==> src/rtl/mfcc_melbank_pkg.sv <==
// mfcc_melbank_pkg
// Shared definitions for the mel-filterbank controller:
//   - melbank_state_e : controller FSM states
//   - DEF_*           : default parameter widths
//   - ROM word layout : {last, bin, weight}. The weight sits in the LSBs,
//                       the bin is above it and the last flag is the MSB.
//                       Use the helper functions to locate the fields.
package mfcc_melbank_pkg;

    typedef enum logic [2:0] {
        IDLE    = 3'd0,
        FETCH_W = 3'd1,
        FETCH_S = 3'd2,
        MAC     = 3'd3,
        EMIT    = 3'd4,
        DONE    = 3'd5
    } melbank_state_e;

    localparam int DEF_ROM_AW      = 10;
    localparam int DEF_BIN_AW      = 9;
    localparam int DEF_WGT_WIDTH   = 16;
    localparam int DEF_SPEC_WIDTH  = 32;
    localparam int DEF_ACC_WIDTH   = 48;
    localparam int DEF_NUM_ENTRIES = 512;
    localparam int DEF_FILT_W      = 5;

    // Weight field starts at bit 0 of the ROM word.
    localparam int WGT_LSB = 0;

    // Bin field sits directly above the weight.
    function automatic int bin_lsb(input int wgt_width);
        return WGT_LSB + wgt_width;
    endfunction

    // Last flag is the MSB, directly above the bin.
    function automatic int last_bit(input int wgt_width, input int bin_aw);
        return WGT_LSB + wgt_width + bin_aw;
    endfunction

endpackage

==> src/rtl/mfcc_melbank_mac.sv <==
// mfcc_melbank_mac
// Unsigned multiply-accumulate for the mel-filterbank controller.
// Optional feature macro: MELBANK_SAT_EN. When it is defined, the
// accumulator clamps at all-ones and holds there until cleared. Otherwise
// the accumulator wraps modulo 2**ACC_WIDTH.
// Ports:
//   clk, rst : clock and asynchronous active-high reset
//   clr      : synchronous clear of the accumulator (has priority over en)
//   en       : add a*b to the accumulator this cycle
//   a, b     : unsigned operands (spectrum sample, filter weight)
//   acc      : registered accumulator value
module mfcc_melbank_mac #(
    parameter int A_W       = 32,
    parameter int B_W       = 16,
    parameter int ACC_WIDTH = 48
) (
    input  logic                 clk,
    input  logic                 rst,
    input  logic                 clr,
    input  logic                 en,
    input  logic [A_W-1:0]       a,
    input  logic [B_W-1:0]       b,
    output logic [ACC_WIDTH-1:0] acc
);

    localparam int PROD_W = A_W + B_W;

    logic [PROD_W-1:0]    prod;
    logic [ACC_WIDTH-1:0] acc_nxt;

`ifdef MELBANK_SAT_EN
    // One extra bit above the wider of the two addends catches any carry-out.
    localparam int SUM_W = ((ACC_WIDTH > PROD_W) ? ACC_WIDTH : PROD_W) + 1;
    logic [SUM_W-1:0] sum;

    // Full-width sum; any set bit above ACC_WIDTH means overflow, so clamp.
    always_comb begin
        prod = a * b;
        sum  = SUM_W'(acc) + SUM_W'(prod);
        if (sum[SUM_W-1:ACC_WIDTH] != '0) begin
            acc_nxt = '1;
        end else begin
            acc_nxt = sum[ACC_WIDTH-1:0];
        end
    end
`else
    // Wrapping sum: the product is truncated to the accumulator width.
    always_comb begin
        prod    = a * b;
        acc_nxt = acc + ACC_WIDTH'(prod);
    end
`endif

    // Accumulator register. Clear wins over enable.
    always_ff @(posedge clk or posedge rst) begin
        if (rst) begin
            acc <= '0;
        end else if (clr) begin
            acc <= '0;
        end else if (en) begin
            acc <= acc_nxt;
        end else begin
            acc <= acc;
        end
    end

endmodule

==> src/rtl/mfcc_melbank_ctrl.sv <==
// mfcc_melbank_ctrl
// Walks the melbank ROM once per frame. Each entry takes three cycles:
// FETCH_W reads the ROM, FETCH_S reads the spectrum, and MAC accumulates
// spectrum*weight. An entry with last=1 closes a filter, and its energy is
// offered on a valid/ready output.
// Optional feature macro: MELBANK_SAT_EN (saturating accumulator, see mac).
// Ports:
//   clk, rst      : clock and asynchronous active-high reset
//   start, busy   : frame start pulse (ignored while busy) and frame-in-progress flag
//   done          : one-cycle end-of-frame pulse
//   rom_addr      : ROM read address
//   rom_rd_data   : ROM read data {last, bin, weight}, 1-cycle latency
//   spec_addr     : spectrum read address
//   spec_rd_data  : spectrum read data, 1-cycle latency
//   out_valid, out_ready, out_data, out_filt : filter energy stream
module mfcc_melbank_ctrl
    import mfcc_melbank_pkg::*;
#(
    parameter int ROM_AW      = DEF_ROM_AW,
    parameter int BIN_AW      = DEF_BIN_AW,
    parameter int WGT_WIDTH   = DEF_WGT_WIDTH,
    parameter int SPEC_WIDTH  = DEF_SPEC_WIDTH,
    parameter int ACC_WIDTH   = DEF_ACC_WIDTH,
    parameter int NUM_ENTRIES = DEF_NUM_ENTRIES,
    parameter int FILT_W      = DEF_FILT_W
) (
    input  logic                          clk,
    input  logic                          rst,
    input  logic                          start,
    output logic                          busy,
    output logic                          done,
    output logic [ROM_AW-1:0]             rom_addr,
    input  logic [BIN_AW+WGT_WIDTH:0]     rom_rd_data,
    output logic [BIN_AW-1:0]             spec_addr,
    input  logic [SPEC_WIDTH-1:0]         spec_rd_data,
    output logic                          out_valid,
    input  logic                          out_ready,
    output logic [ACC_WIDTH-1:0]          out_data,
    output logic [FILT_W-1:0]             out_filt
);

    localparam int BIN_LSB  = bin_lsb(WGT_WIDTH);
    localparam int LAST_BIT = last_bit(WGT_WIDTH, BIN_AW);
    localparam logic [ROM_AW-1:0] LAST_ENTRY = ROM_AW'(NUM_ENTRIES - 1);

    melbank_state_e state, state_nxt;

    logic [ROM_AW-1:0]    entry, entry_nxt;
    logic [FILT_W-1:0]    filt, filt_nxt;
    logic [ROM_AW-1:0]    rom_addr_nxt;
    logic                 busy_nxt, done_nxt, valid_nxt;
    logic                 capture, acc_clr, acc_en;
    logic [WGT_WIDTH-1:0] wgt_r;
    logic [BIN_AW-1:0]    bin_r;
    logic                 last_r;
    logic [BIN_AW-1:0]    rom_bin;
    logic [ACC_WIDTH-1:0] acc;

    assign rom_bin = rom_rd_data[BIN_LSB +: BIN_AW];

    // The spectrum read must be issued in the same cycle the ROM word arrives,
    // so the bin is forwarded straight from the ROM during FETCH_S.
    assign spec_addr = (state == FETCH_S) ? rom_bin : bin_r;
    assign out_data  = acc;
    assign out_filt  = filt;

    // Next-state and control decode.
    always_comb begin
        state_nxt    = state;
        entry_nxt    = entry;
        filt_nxt     = filt;
        rom_addr_nxt = rom_addr;
        busy_nxt     = busy;
        done_nxt     = 1'b0;
        valid_nxt    = out_valid;
        capture      = 1'b0;
        acc_clr      = 1'b0;
        acc_en       = 1'b0;
        case (state)
            IDLE: begin
                if (start) begin
                    entry_nxt    = '0;
                    filt_nxt     = '0;
                    rom_addr_nxt = '0;
                    acc_clr      = 1'b1;
                    busy_nxt     = 1'b1;
                    state_nxt    = FETCH_W;
                end else begin
                    state_nxt = IDLE;
                end
            end
            FETCH_W: begin
                state_nxt = FETCH_S;
            end
            FETCH_S: begin
                capture   = 1'b1;
                state_nxt = MAC;
            end
            MAC: begin
                acc_en = 1'b1;
                if (last_r) begin
                    valid_nxt = 1'b1;
                    state_nxt = EMIT;
                end else if (entry == LAST_ENTRY) begin
                    // Trailing entries without a last flag are dropped.
                    done_nxt  = 1'b1;
                    state_nxt = DONE;
                end else begin
                    entry_nxt    = entry + ROM_AW'(1);
                    rom_addr_nxt = entry + ROM_AW'(1);
                    state_nxt    = FETCH_W;
                end
            end
            EMIT: begin
                if (out_valid && out_ready) begin
                    valid_nxt = 1'b0;
                    acc_clr   = 1'b1;
                    filt_nxt  = filt + FILT_W'(1);
                    if (entry == LAST_ENTRY) begin
                        done_nxt  = 1'b1;
                        state_nxt = DONE;
                    end else begin
                        entry_nxt    = entry + ROM_AW'(1);
                        rom_addr_nxt = entry + ROM_AW'(1);
                        state_nxt    = FETCH_W;
                    end
                end else begin
                    state_nxt = EMIT;
                end
            end
            DONE: begin
                // busy stays high through DONE so a start here is ignored.
                busy_nxt  = 1'b0;
                acc_clr   = 1'b1;
                state_nxt = IDLE;
            end
            default: begin
                state_nxt = IDLE;
            end
        endcase
    end

    // State, index and registered-output update.
    always_ff @(posedge clk or posedge rst) begin
        if (rst) begin
            state     <= IDLE;
            entry     <= '0;
            filt      <= '0;
            rom_addr  <= '0;
            busy      <= 1'b0;
            done      <= 1'b0;
            out_valid <= 1'b0;
        end else begin
            state     <= state_nxt;
            entry     <= entry_nxt;
            filt      <= filt_nxt;
            rom_addr  <= rom_addr_nxt;
            busy      <= busy_nxt;
            done      <= done_nxt;
            out_valid <= valid_nxt;
        end
    end

    // Capture of the ROM word fields for the following MAC cycle.
    always_ff @(posedge clk or posedge rst) begin
        if (rst) begin
            wgt_r  <= '0;
            bin_r  <= '0;
            last_r <= 1'b0;
        end else if (capture) begin
            wgt_r  <= rom_rd_data[WGT_LSB +: WGT_WIDTH];
            bin_r  <= rom_bin;
            last_r <= rom_rd_data[LAST_BIT];
        end else begin
            wgt_r  <= wgt_r;
            bin_r  <= bin_r;
            last_r <= last_r;
        end
    end

    mfcc_melbank_mac #(
        .A_W       (SPEC_WIDTH),
        .B_W       (WGT_WIDTH),
        .ACC_WIDTH (ACC_WIDTH)
    ) u_mac (
        .clk (clk),
        .rst (rst),
        .clr (acc_clr),
        .en  (acc_en),
        .a   (spec_rd_data),
        .b   (wgt_r),
        .acc (acc)
    );

endmodule

==> config.mk <==
export PLATFORM = sky130hd
export DESIGN_NAME = mfcc_melbank_ctrl
export DESIGN_NICKNAME = d
export VERILOG_FILES = /design/src/rtl/mfcc_melbank_pkg.sv /design/src/rtl/mfcc_melbank_mac.sv /design/src/rtl/mfcc_melbank_ctrl.sv
export SDC_FILE = /design/constraint.sdc
export NUM_CORES = 2
export LEC_CHECK = 0
export ABC_AREA = 1
export CORE_MARGIN = 2
export CORE_UTILIZATION = 65
export CTS_CLUSTER_SIZE = 40
export DETAILED_ROUTE_END_ITERATION = 8
export GPL_ROUTABILITY_DRIVEN = 0
export PLACE_DENSITY = 0.86
export SLEW_MARGIN = 0
export SYNTH_ARGS = -nofsm -noshare
export SYNTH_HDL_FRONTEND = slang
export SYNTH_HIERARCHICAL = 1
export SYNTH_SLANG_ARGS = --single-unit
==> constraint.sdc <==
create_clock -name clk -period 10.6 [get_ports clk]
set_clock_uncertainty 0.15 [all_clocks]
set_input_delay 1.06 -clock clk [delete_from_list [all_inputs] [get_ports clk]]
set_output_delay 1.06 -clock clk [all_outputs]
set_load 0.03 [all_outputs]
==> run metrics <==
outcome completed; clock latency reported for the late side of the worst-skew pair between 0.3 and 0.4 ns; row cnt 69; area growth from synthesis to layout 8.18%; number of buffers created by CTS 9; placed wire-length estimate after detailed placement 51.7 mm; fill count 2668; required time worst endpoint 10.71 ns; total overflow reported by the global router 0; max-cap violation count 0; sequential-to-total area share from yosys stat between 10% and 20%; total of buffers placed on input and output ports 136; synthesized netlist net count 3791; number of buffers inserted for hold repair after clock tree synthesis 0; detailed-route vias per instance 5.51; final routed DRC violation total 0; drt first pass iters 9; Worst Setup End Kind flip-flop; classification of the worst setup path input port to flip-flop; fin worst setup slack ~3.3 ns; DP Worst Slack 3.14 ns; via count of the first global-routing pass 21800; count of boundary I/O pins 137; cts repair resizes 0; post-synthesis instance area 23400 um^2; floorplan core area around 35000 um^2; CP Max Fanout 16; initial antenna violation count 0; global-route usage over all layers 34.9%; warnings from Yosys 6; Max Transition Viols Final 0; Antenna Violating Nets Remaining 0; Layout Cell Area excl Fill between 20000 and 30000 um^2; cell seen most often among critical-path stages nand2_1; via count 20100; final clock period utilization by the worst path 68.5%; WL final about 63 mm; Ant. Diodes 0; total number of cells along the worst setup path 23; Gate Count Post-Synth 3147; kind of cell with the highest combined delay on the critical path adder cells; worst slew margin relative to its limit 23.9%; Largest stage delay, worst path 1.10 ns; y dimension of the die 194 um; Post-Route Hold Slack 0.347 ns; crit path launch type input port; sinks on the clock net 95; Die ar. 37500 um^2; number of failing setup endpoints in the final timing report 0; TritonCTS clock tree built; Die W 194 um; Fmax achieved 138 MHz; worst-case reg-to-reg path depth 21; clock root buffer master clkbuf_16; final-layout setup total negative slack 0 ns; Slowest-stage cell, CP clkdlybuf4s50_1; Period minus WS final between 7 and 8 ns; worst slew pin tran approximately 1.1 ns; clock buffer depth 2; most area-consuming cells after synthesis fa_1 40%, inv_1 16%, nand2_1 15%, dfrtp_1 10%, ha_1 6.3%; WHS Path Cells 2; number of different library cells in the post-synthesis netlist 39; RSZ-0062 raised after global routing no; data arrival at the endpoint of the critical path between 7 and 8 ns; worst min-delay path class flip-flop to flip-flop; number of buffer and inverter stages on the critical path 6; Final Net Count 3834; Placement Cell Area 25000 um^2; pin count of the biggest net entering global routing 49; final number of hold-violating endpoints 0; library cell occupying the most area in the post-synthesis netlist fa_1; share of layout cells above drive strength 1 5.17%; setup fix buffers added after clock tree synthesis 0; Iter 0 DRT Violations 2220; Post-Synthesis Mean Instance Area 7.43 um^2; Reg clk slew, reported paths 0.07 ns; routed length per instance 17.3 um; flops & latches, synth 95; wire length of the first global-routing pass 105 mm; post-synth top area share 39.8%; starting density of the core about two thirds; critical path cell sequence clkdlybuf4s50_1, nand2_1, fa_1, inv_1, fa_1, inv_1, fa_1, inv_1, fa_1, fa_1, inv_1, fa_1, inv_1, ha_1, nand2_1, nor2_1, nand2_1, o21ai_1, nand2_1, nand2_1, nand2_1, nand3_1, nand2_1; Max H-tree Level 3
[final cells by class]
class / count / area (um^2) / share of cell area (%)
clock inverters: 6 / 77.6 / 0.307
flip-flops and latches: 95 / 2380 / 9.40
clock buffers: 9 / 225 / 0.891
multi-input cells: 1914 / 16700 / 66.1
well taps: 461 / 577 / 2.28
repair buffers: 155 / 1500 / 5.95
inverters: 1015 / 3810 / 15.1
[cell usage after synthesis]
cell type  instances
nor2_1            82
ha_1             117
buf_4              1
nand2_2           20
nor3b_1            1
fa_1             465
nor2_2            15
buf_2              2
clkbuf_1         119
nand3_2           15
nor4_1             1
a21oi_1           50
nor3_1             2
nand2_1          940
or2_2              2
inv_1            989
nor2_4            17
inv_6              1
nand3_1           59
o21ai_1            6
a22o_1             2
a21boi_0           1
o21a_1             1
dfrtp_1           95
and2_1             5
xnor2_1            3
o21bai_1           8
nor3_2             2
buf_6              1
nor4_2             1
mux2_2            26
nand2_4            1
o21ai_2            3
nand4_1           12
inv_2             25
o22ai_1           12
nand3b_1           5
o21ai_0           35
xor2_1             5
[cell families after synthesis]
kind of cell             synth area share (%)
adder cells (fa/ha/maj)                  46.1
multiplexers                             1.25
buffers and inverters                    18.4
XOR/XNOR                                0.300
AO/OA/AOI/OAI                            2.78
AND/OR/NAND/NOR                          21.0
flip-flops                               10.2
[metrics by stage]
step / cells / utilization (%)
3_3_place_gp: 3640 / 70.4
3_5_place_dp: 3640 / 70.4
5_1_grt: 3655 / 71.2
4_1_cts: 3655 / 71.2
6_report: 3655 / 71.2
2_1_floorplan: 3147 / -
[worst min-delay path, delay by kind of cell (launching register included)]
family | cells | cell delay [ns]
flops | 1 | 0.36
simple gates | 2 | 0.11
[placed cells by master, fill, tap and decap left out, types with 8 or more instances in the layout]
cell type,netlist,layout
nand3_1,59,59
clkdlybuf4s50_1,0,136
nor2_2,15,16
buf_4,1,19
o21bai_1,8,8
clkbuf_16,0,9
inv_2,25,27
inv_1,989,987
fa_1,465,465
nor2_1,82,81
nor2_4,17,17
dfrtp_1,95,95
nand3_2,15,15
nand4_1,12,12
a21oi_1,50,50
nand2_2,20,20
o22ai_1,12,12
mux2_2,26,26
ha_1,117,117
o21ai_0,35,35
nand2_1,940,940
[flip-flops by register name, indices dropped and copies added, names as in the netlist]
signal     flops
busy           1
bin_r          9
last_r         1
state          3
wgt_r         16
u_mac/acc     48
out_valid      1
out_filt       5
rom_addr      10
done           1
[routing by layer]
metal	share of wire (%)	track usage (%)
met4	4.8	15.4
met1	37	45.5
met5	0	0
met2	47	57.3
met3	11	7.06
[worst paths after layout]
| check | from | endpoint | slack, ns |
|---|---|---|---|
| worst max register to register | wgt_r[11] | u_mac/acc[33] | 4.29 |
| worst min-delay path | busy | busy | 0.35 |
| min in group asynchronous | rst | u_mac/acc[25] | 1.11 |
| worst max-delay path | spec_rd_data[7] | u_mac/acc[32] | 3.33 |
| max in group asynchronous | rst | wgt_r[13] | 8.39 |
| worst min register to register | busy | busy | 0.35 |
Power is not shown: default switching activity piles up to over one toggle a cycle in this logic, so the estimate is an artifact.
